**src/rtl/bin2bcd_seq_pkg.sv**
```systemverilog
// rtl/bin2bcd_seq_pkg.sv - shared constants for the iterative binary-to-BCD converter
package bin2bcd_seq_pkg;

    // FSM state encodings
    localparam logic [1:0] ST_IDLE  = 2'd0;
    localparam logic [1:0] ST_SHIFT = 2'd1;
    localparam logic [1:0] ST_DONE  = 2'd2;

    // Largest value the four-digit display can show
    localparam logic [13:0] BCD_MAX   = 14'd9999;

    // Digit shown on every position when the value does not fit
    localparam logic [3:0]  DIGIT_OVF = 4'hF;

endpackage

```
**src/rtl/bin2bcd_seq_digit_adj.sv**
```systemverilog
// rtl/bin2bcd_seq_digit_adj.sv - double-dabble add-3 correction for one BCD nibble
module bcd_digit_adj (
    input  logic [3:0] din,
    output logic [3:0] dout
);

    // Nibbles of 5 or more would exceed 9 after the next doubling, so pre-add 3
    always_comb begin
        dout = din;
        if (din >= 4'd5) begin
            dout = din + 4'd3;
        end
    end

endmodule

```
**src/rtl/bin2bcd_seq.sv**
```systemverilog
// rtl/bin2bcd_seq.sv - iterative binary-to-BCD converter, one bit per clock, for the 4-digit display
module bin2bcd_seq
    import bin2bcd_seq_pkg::*;
#(
    parameter int BIN_W = 14
) (
    input  logic             clk,
    input  logic             rst_n,
    input  logic             start,
    input  logic [BIN_W-1:0] bin_in,
    output logic             busy,
    output logic             done,
    output logic             ovf,
    output logic [3:0]       num1,
    output logic [3:0]       num2,
    output logic [3:0]       num3,
    output logic [3:0]       num4
);

    localparam int CNT_W = $clog2(BIN_W + 1);
    localparam logic [CNT_W-1:0] LAST_BIT = CNT_W'(BIN_W - 1);

    logic [1:0]       state;
    logic [BIN_W-1:0] shreg;
    logic [15:0]      accum;
    logic [15:0]      accum_adj;
    logic [CNT_W-1:0] bit_cnt;
    logic             ovf_cap;
    logic [13:0]      bin_ext;

    // Narrower inputs are zero-extended so the range check is always against 9999
    assign bin_ext = 14'(bin_in);

    // The display only ever sees num1..num4, so busy can follow the state directly
    assign busy = (state != ST_IDLE);

    // Per-nibble add-3 correction applied before every shift
    for (genvar g = 0; g < 4; g++) begin : g_adj
        bcd_digit_adj u_adj (
            .din  (accum[4*g +: 4]),
            .dout (accum_adj[4*g +: 4])
        );
    end

    // Control FSM and shift datapath: capture, BIN_W shift-add-3 steps, then publish
    always_ff @(posedge clk or negedge rst_n) begin
        if (!rst_n) begin
            state   <= ST_IDLE;
            shreg   <= '0;
            accum   <= '0;
            bit_cnt <= '0;
            ovf_cap <= 1'b0;
        end else begin
            case (state)
                ST_IDLE: begin
                    if (start) begin
                        shreg   <= bin_in;
                        accum   <= '0;
                        bit_cnt <= '0;
                        ovf_cap <= (bin_ext > BCD_MAX);
                        state   <= ST_SHIFT;
                    end
                end
                ST_SHIFT: begin
                    accum   <= {accum_adj[14:0], shreg[BIN_W-1]};
                    shreg   <= shreg << 1;
                    bit_cnt <= bit_cnt + 1'b1;
                    if (bit_cnt == LAST_BIT) begin
                        state <= ST_DONE;
                    end
                end
                ST_DONE: begin
                    state <= ST_IDLE;
                end
                default: begin
                    state <= ST_IDLE;
                end
            endcase
        end
    end

    // Output registers change only when leaving DONE, so partial results never reach the display
    always_ff @(posedge clk or negedge rst_n) begin
        if (!rst_n) begin
            done <= 1'b0;
            ovf  <= 1'b0;
            num1 <= 4'h0;
            num2 <= 4'h0;
            num3 <= 4'h0;
            num4 <= 4'h0;
        end else begin
            done <= (state == ST_DONE);
            if (state == ST_DONE) begin
                ovf <= ovf_cap;
                if (ovf_cap) begin
                    num1 <= DIGIT_OVF;
                    num2 <= DIGIT_OVF;
                    num3 <= DIGIT_OVF;
                    num4 <= DIGIT_OVF;
                end else begin
                    num1 <= accum[15:12];
                    num2 <= accum[11:8];
                    num3 <= accum[7:4];
                    num4 <= accum[3:0];
                end
            end
        end
    end

endmodule

```
**config.mk**
```make
export PLATFORM = sky130hd
export DESIGN_NAME = bin2bcd_seq
export DESIGN_NICKNAME = d
export VERILOG_FILES = /design/src/rtl/bin2bcd_seq_pkg.sv /design/src/rtl/bin2bcd_seq_digit_adj.sv /design/src/rtl/bin2bcd_seq.sv
export SDC_FILE = /design/constraint.sdc
export NUM_CORES = 1
export LEC_CHECK = 0
export ABC_AREA = 1
export BUFFER_PORTS_ARGS = -buffer_cell sky130_fd_sc_hd__buf_2
export CAP_MARGIN = 15
export CORE_MARGIN = 2
export CORE_UTILIZATION = 55
export CTS_CLUSTER_DIAMETER = 100
export CTS_CLUSTER_SIZE = 10
export DETAILED_ROUTE_END_ITERATION = 10
export PLACE_DENSITY = 0.74
export SYNTH_ARGS = -nofsm -noshare
export SYNTH_HDL_FRONTEND = slang
export SYNTH_SLANG_ARGS = --single-unit
```
**constraint.sdc**
```tcl
create_clock -name clk -period 1.9 [get_ports clk]
set_input_delay 0 -clock clk [delete_from_list [all_inputs] [get_ports clk]]
set_output_delay 0 -clock clk [all_outputs]
set_load 0.02 [all_outputs]
```
==> results of run 1 <==
-- sequential cells by signal, indices dropped and copies added, names as in the netlist --
name and cells:
shreg 14, num3 4, state 2, ovf_cap 1
ovf 1, num4 4, num2 4, done 1
accum 16, num1 4, bit_cnt 4
-- per-layer routing --
layer | GRT usage | vias up | part of all wire
met5 | 0 | - | 0
met4 | 0.0635 | 0 | 0.013
met3 | 0.0442 | 7 | 0.033
met2 | 0.306 | 37 | 0.46
met1 | 0.278 | 993 | 0.49
li1 | - | 1124 | -
-- worst min path at each step --
stage / from / endpoint / slack [ns] / cells past startpoint
3_5_place_dp: rst_n / num4[3]$_DFFE_PN0P_ / 0.06 / 1
3_3_place_gp: rst_n / num3[2]$_DFFE_PN0P_ / 0.07 / 1
2_1_floorplan: rst_n / accum[0]$_DFFE_PN0P_ / -0.30 / 0
5_1_grt: bin_in[1] / shreg[1]$_DFFE_PN0P_ / 0.02 / 5
6_report: bin_in[1] / shreg[1]$_DFFE_PN0P_ / 0.01 / 5
4_1_cts: bin_in[1] / shreg[1]$_DFFE_PN0P_ / 0.002 / 5
-- logic make-up after synthesis --
family | count (synthesis) | share of synthesized area
AND/OR/NAND/NOR | 149 | 0.225
flip-flops | 55 | 0.498
buffers and inverters | 54 | 0.0974
adder cells (fa/ha/maj) | 10 | 0.0453
AO/OA/AOI/OAI | 61 | 0.131
XOR/XNOR | 1 | 0.00317
-- per-stage QoR --
step / hold WS [ns] / instance area [sq um] / std cells / power, mW
final: 0.00960 / 3060 / 434 / 4.75
after global routing: 0.0215 / 3060 / 434 / 5.26
after CTS: 0.00207 / 3060 / 434 / 4.80
after detailed placement: 0.0641 / 2950 / 425 / 4.18
after global placement: 0.0658 / 2950 / 425 / 4.10
after floorplan: -0.296 / 2760 / 330 / 3.77
-- worst register-to-register path, stage by stage, from the launching register on --
cell      delay, ns
dfrtp_1        0.41
inv_2          0.11
nand2_2        0.24
inv_2          0.36
nand2_1        0.11
o21bai_1       0.14
-- final cells by class --
class | instances | area share
Timing Repair Buffer | 41 | 0.0786
Clock buffer | 6 | 0.0238
Tap cell | 67 | 0.0274
Inverter | 44 | 0.0541
Sequential cell | 55 | 0.450
Multi-Input combinational cell | 221 | 0.366
-- power groups by stage --
stage               Combinational (mW)  Sequential [mW]  Clock, mW
floorplan                         1.78             1.99          0
global placement                  2.18             1.92          0
detailed placement                2.24             1.94          0
CTS                               2.26             1.92      0.620
global route                      2.60             1.98      0.672
finish                            2.24             1.92      0.591
-- placed cells by master, fill, tap and decap left out, drive strengths merged --
master	n
ha	10
a21oi	17
dfrtp	55
o22ai	1
o21ai	40
nor2	26
nand3	23
xnor2	1
nand2	92
dlygate4sd3	3
clkbuf	6
nand4	8
o21bai	3
inv	44
buf	38
==> metrics.txt, run 1 <==
register bit count reported by yosys=55; Detailed Place HPWL=3.40 mm; clk_lat worst skew=about 0.31 ns; level count of the clock H-tree=2; # resized after CTS=0; post-route ant nets=0; drt drc=0; CTS Buf Count=5; max frequency=689 MHz; crit path capture=accum[4]$_DFFE_PN0P_; Net Sw Frac=0.436; flop2flop setup slack=about 0.45 ns; 1st-pass router iterations=4; Slew HR=0.576; CTS tree=built; Post-CTS Setup Bufs=0; final core occ=0.638; Pleak=about 1.6 nW; Synthesized Nets=around 360; Seq pwr share=0.404; Psw=2.07 mW; Worst Path Buf+Inv=2; FFs w/ async S/R, synth=1.00; Synth Warn #=0; EDFF count, synth=0; pre-CTS WS=0.480 ns; IO Port Bufs=35; ys flop type=dfrtp_1; Overall Global Routing Usage=0.198; Tcrit/Tclk final=0.764; reg2reg start=state[1]$_DFFE_PN0P_; layout cells sized above 1=0.169; clk root buf=clkbuf_8; Data required, critical path=about 2.1 ns; Core ar.=4790 sq um; DIE AREA=roughly 5600 sq um; worst path cell trace=inv_2 -> nand2_2 -> inv_2 -> nand2_1 -> o21bai_1; Worst Setup Path Type=reg -> reg; Crit path depth=5; register area share after synthesis=0.498; Pwr Density=1550 nW/um^2; Critical Path Sink Type=register; CP delay by family, top=buffers and inverters; status=finished, final reports clean; most frequent cell after synthesis=nand2_1; clock tree buffer depth=2; drt total wl=4.92 mm; unrepaired setup endpoints after global routing=no; Hold Buf Count CTS=3; CTS Sinks=55; Slowest-stage cell, CP=dfrtp_1; clock transition at the registers of the reported paths=roughly 0.090 ns; Hold/Removal Path Class=in -> reg; nets=just under 400; final setup violation count=0; Placer Congestion=0.845; vias in the first global route=1,890; DIE WIDTH=74.9 um; Vias=approximately 2.2k; Fin Setup TNS=0 ns; r2r endpoint=accum[4]$_DFFE_PN0P_; crit-path max cell delay=a little over 0.4 ns; Min Clock Period, post-route=1.45 ns; Commonest cells post-synth=90 x nand2_1, 55 x dfrtp_1, 39 x inv_1, 25 x nor2_1, 23 x nand3_1; Initial Utilization=0.577; Synth top area share=0.498; Setup crit start=state[1]$_DFFE_PN0P_; Clk pwr share=0.124; Synth cell types=21; Area contributors post-synth=dfrtp_1 50%, nand2_1 12%, inv_1 5.3%; initial antenna violation count=0; die height=74.9 um; final slew viol count=0; P&R area growth vs syn=10.6%; Max Cap Viol=0; Final WS setup=0.448 ns; pin count of the biggest net entering global routing=32; Fillers=around 430; cells after synthesis=between 300 and 400; count of final hold-check violations=0; Internal=2.68 mW; grt total ovfl=0; # diodes=0; reg2reg path depth=5; worst-path fanout max=25; multi-input combinational cell area=1120 sq um; Comb pwr share=0.472; post-synth top area cell=dfrtp_1; Avg Cell Area, Syn=8.37 sq um; Most Frequent Cell on Critical Path=inv_2; Worst Max-Slew Pin Slew=0.637 ns; Sequential Area=~1400 sq um; WL per Instance=11.3 um; Worst Skew=around 0.011 ns; num rows=25; CP startpoint kind=register; Worst EP arrival=~1.7 ns; first-pass GRT wire length=8.46 mm; DR vias/cell=4.98; Worst VDD drop=roughly 900 uV; initial DRC count=169; Cell Area, Synth=2760 sq um; Top Ports=36
(Power assumes the default switching activity.)
==> inputs of run 2 (changes only) <==
- clock period: 1.9 -> 1.4 ns (I/O delays scaled with it)
==> run 2 against run 1 <==
  * Die area did not move
  * Final cell count grew 2.3%
  * Design area increased by 4.0%
  * Utilization is 2.6 points higher
  * Via count grew 2.2%
  * Combinational power up 43%
  * Maximum frequency grew 14%
  * Total power is 43% higher
  * Count of clock-buffer cells in the layout increased by 2
  * Wire length rose by 5.7%
  * Setup slack lost 0.33 ns
  * Largest power group unchanged
==> metrics.txt, run 2 (synthesis results as in run 1) <==
WL per Instance=11.7 um (+3.3%); final setup violation count=0 (unchanged); Slew HR=0.776 (+0.200); reg2reg path depth=8 (+3); final slew viol count=0 (unchanged); clk_lat worst skew=0.30 ns (about the same); Pleak=1.65 nW (+4.0%); num rows=25 (unchanged); Pwr Density=2130 nW/um^2 (+37%); crit path capture=accum[6]$_DFFE_PN0P_; Regs by FF count=accum: 16 flops, shreg: 14 flops; Most Frequent Cell on Critical Path=nand2_1; Largest Register=accum; worst path cell trace=inv_2 -> ha_1 -> inv_1 -> nand2_1 -> nand3_1 -> nand2_1 -> nand3_1 -> nand2_1; CTS Sinks=55 (unchanged); Setup crit start=accum[4]$_DFFE_PN0P_; clk root buf=clkbuf_8; DIE WIDTH=74.9 um (unchanged); P&R area growth vs syn=15.0%; Min Clock Period, post-route=1.28 ns (-0.175 ns); level count of the clock H-tree=2 (unchanged); initial DRC count=213 (+26%); placed cells=427 (+0.47%); drt drc=0 (unchanged); CTS Buf Count=5 (unchanged); Worst Setup Path Type=reg -> reg; Placer Congestion=0.812 (-3.9%); vias in the first global route=2,051 (+8.5%); CP delay by family, top=flip-flops; Non-Filler Instances=444 (+2.3%); IO Port Bufs=35 (unchanged); status=finished, final reports clean; layout cells sized above 1=0.202 (+0.0327); Worst EP arrival=1.48 ns (-0.20 ns); post-route ant nets=0 (unchanged); first-pass GRT wire length=8.96 mm (+5.9%); Worst Max-Slew Pin Slew=0.336 ns (-0.300 ns); Hold/Removal Path Class=in -> reg; CTS tree=built; r2r endpoint=accum[6]$_DFFE_PN0P_; grt total ovfl=0 (unchanged); Top Ports=36 (unchanged); pre-CTS WS=0.0911 ns (-0.388 ns); flop2flop setup slack=0.12 ns (-0.33 ns); count of final hold-check violations=0 (unchanged); Worst VDD drop=1180 uV (+30%); Data required, critical path=1.60 ns (-0.53 ns); Crit path depth=8 (+3); commonest non-fill, non-tap cell in the layout=nand2_1; Critical Path Sink Type=register; Final WS setup=0.123 ns (-0.325 ns); worst-path fanout max=5 (-80%); DIE AREA=5610 sq um (unchanged); pin count of the biggest net entering global routing=56 (+75%); die height=74.9 um (unchanged); Max Cap Viol=0 (unchanged); Overall Global Routing Usage=0.209 (+0.0116); commonest non-fill, non-tap cells in the layout=90 x nand2_1, 55 x dfrtp_1, 35 x buf_2; smallest hold slack=0.00764 ns (-0.00196 ns); reg2reg start=accum[4]$_DFFE_PN0P_; unrepaired setup endpoints after global routing=no; max frequency=783 MHz (+14%); # diodes=0 (unchanged); nets=403 (+2.0%); 1st-pass router iterations=4 (unchanged); max reg flops=16 (unchanged); crit-path max cell delay=0.43 ns (+0.02 ns); Worst Path Buf+Inv=2 (unchanged); Initial Utilization=0.577 (unchanged); Vias=2,209 (+2.2%); Core ar.=4790 sq um (unchanged); initial antenna violation count=0 (unchanged); final core occ=0.664 (+0.0256); Detailed Place HPWL=3.47 mm (+2.1%); CP startpoint kind=register; drt total wl=5.20 mm (+5.7%); clock tree buffer depth=2 (unchanged); Tcrit/Tclk final=0.912 (+0.148); Fin Setup TNS=0 ns (unchanged); Fillers=417 (-2.3%); Slowest-stage cell, CP=dfrtp_1; DR vias/cell=4.98 (about the same); Worst Skew=0.00214 ns (-0.00877 ns); clock transition at the registers of the reported paths=0.09 ns (about the same)
run 2: metrics by stage:
stage	power [mW]	cell area, sq um
3_5_place_dp	5.76	2990
2_1_floorplan	5.12	2760
4_1_cts	6.74	3140
5_1_grt	7.49	3180
3_3_place_gp	5.63	2990
6_report	6.78	3180
run 2: worst min-delay path: stages:
cell	delay [ns]
buf_2	0.08
nand2_1	0.04
o21ai_0	0.06
nand2_1	0.06
o21ai_2	0.05
run 2: timing repair:
action / CTS / global route
hold buffers: 5 / 0
buffers inserted: 0 / 4
resized for setup: 0 / 8
setup endpoints to repair: 0 / 12
endpoints found under the hold margin: 58 / 0
run 2: power by group:
part	total, mW	leakage [nW]	internal, mW	switching, mW
registers	2.62	0.678	2.21	0.411
clock network	0.949	0.0515	0.453	0.496
logic	3.21	0.925	1.19	2.02
run 2: how the worst min path moves through the flow:
stage	start	end	slack, ns	cells after the start
after floorplan	rst_n	accum[0]$_DFFE_PN0P_	-0.30	0
after global placement	rst_n	num3[0]$_DFFE_PN0P_	0.02	2
after detailed placement	rst_n	num4[3]$_DFFE_PN0P_	0.02	2
after CTS	bin_in[3]	shreg[3]$_DFFE_PN0P_	0.003	5
after global routing	bin_in[10]	shreg[10]$_DFFE_PN0P_	0.04	5
final	bin_in[3]	shreg[3]$_DFFE_PN0P_	0.008	5
run 2: area by class of cell:
| cell class | count | area, sq um | area share |
|---|---|---|---|
| inverters | 44 | 165 | 0.0520 |
| well taps | 67 | 83.8 | 0.0264 |
| clock buffers | 8 | 100 | 0.0315 |
| multi-input cells | 221 | 1120 | 0.353 |
| repair buffers | 49 | 330 | 0.104 |
| flip-flops and latches | 55 | 1380 | 0.433 |
run 2: routing by layer:
metal	share of wire	vias up	global-route usage	wire length, um
li1	-	1147	-	-
met1	0.46	1004	0.280	2410
met2	0.47	51	0.344	2430
met3	0.058	7	0.0522	300
met4	0.011	0	0.0516	55
met5	0	-	0	0
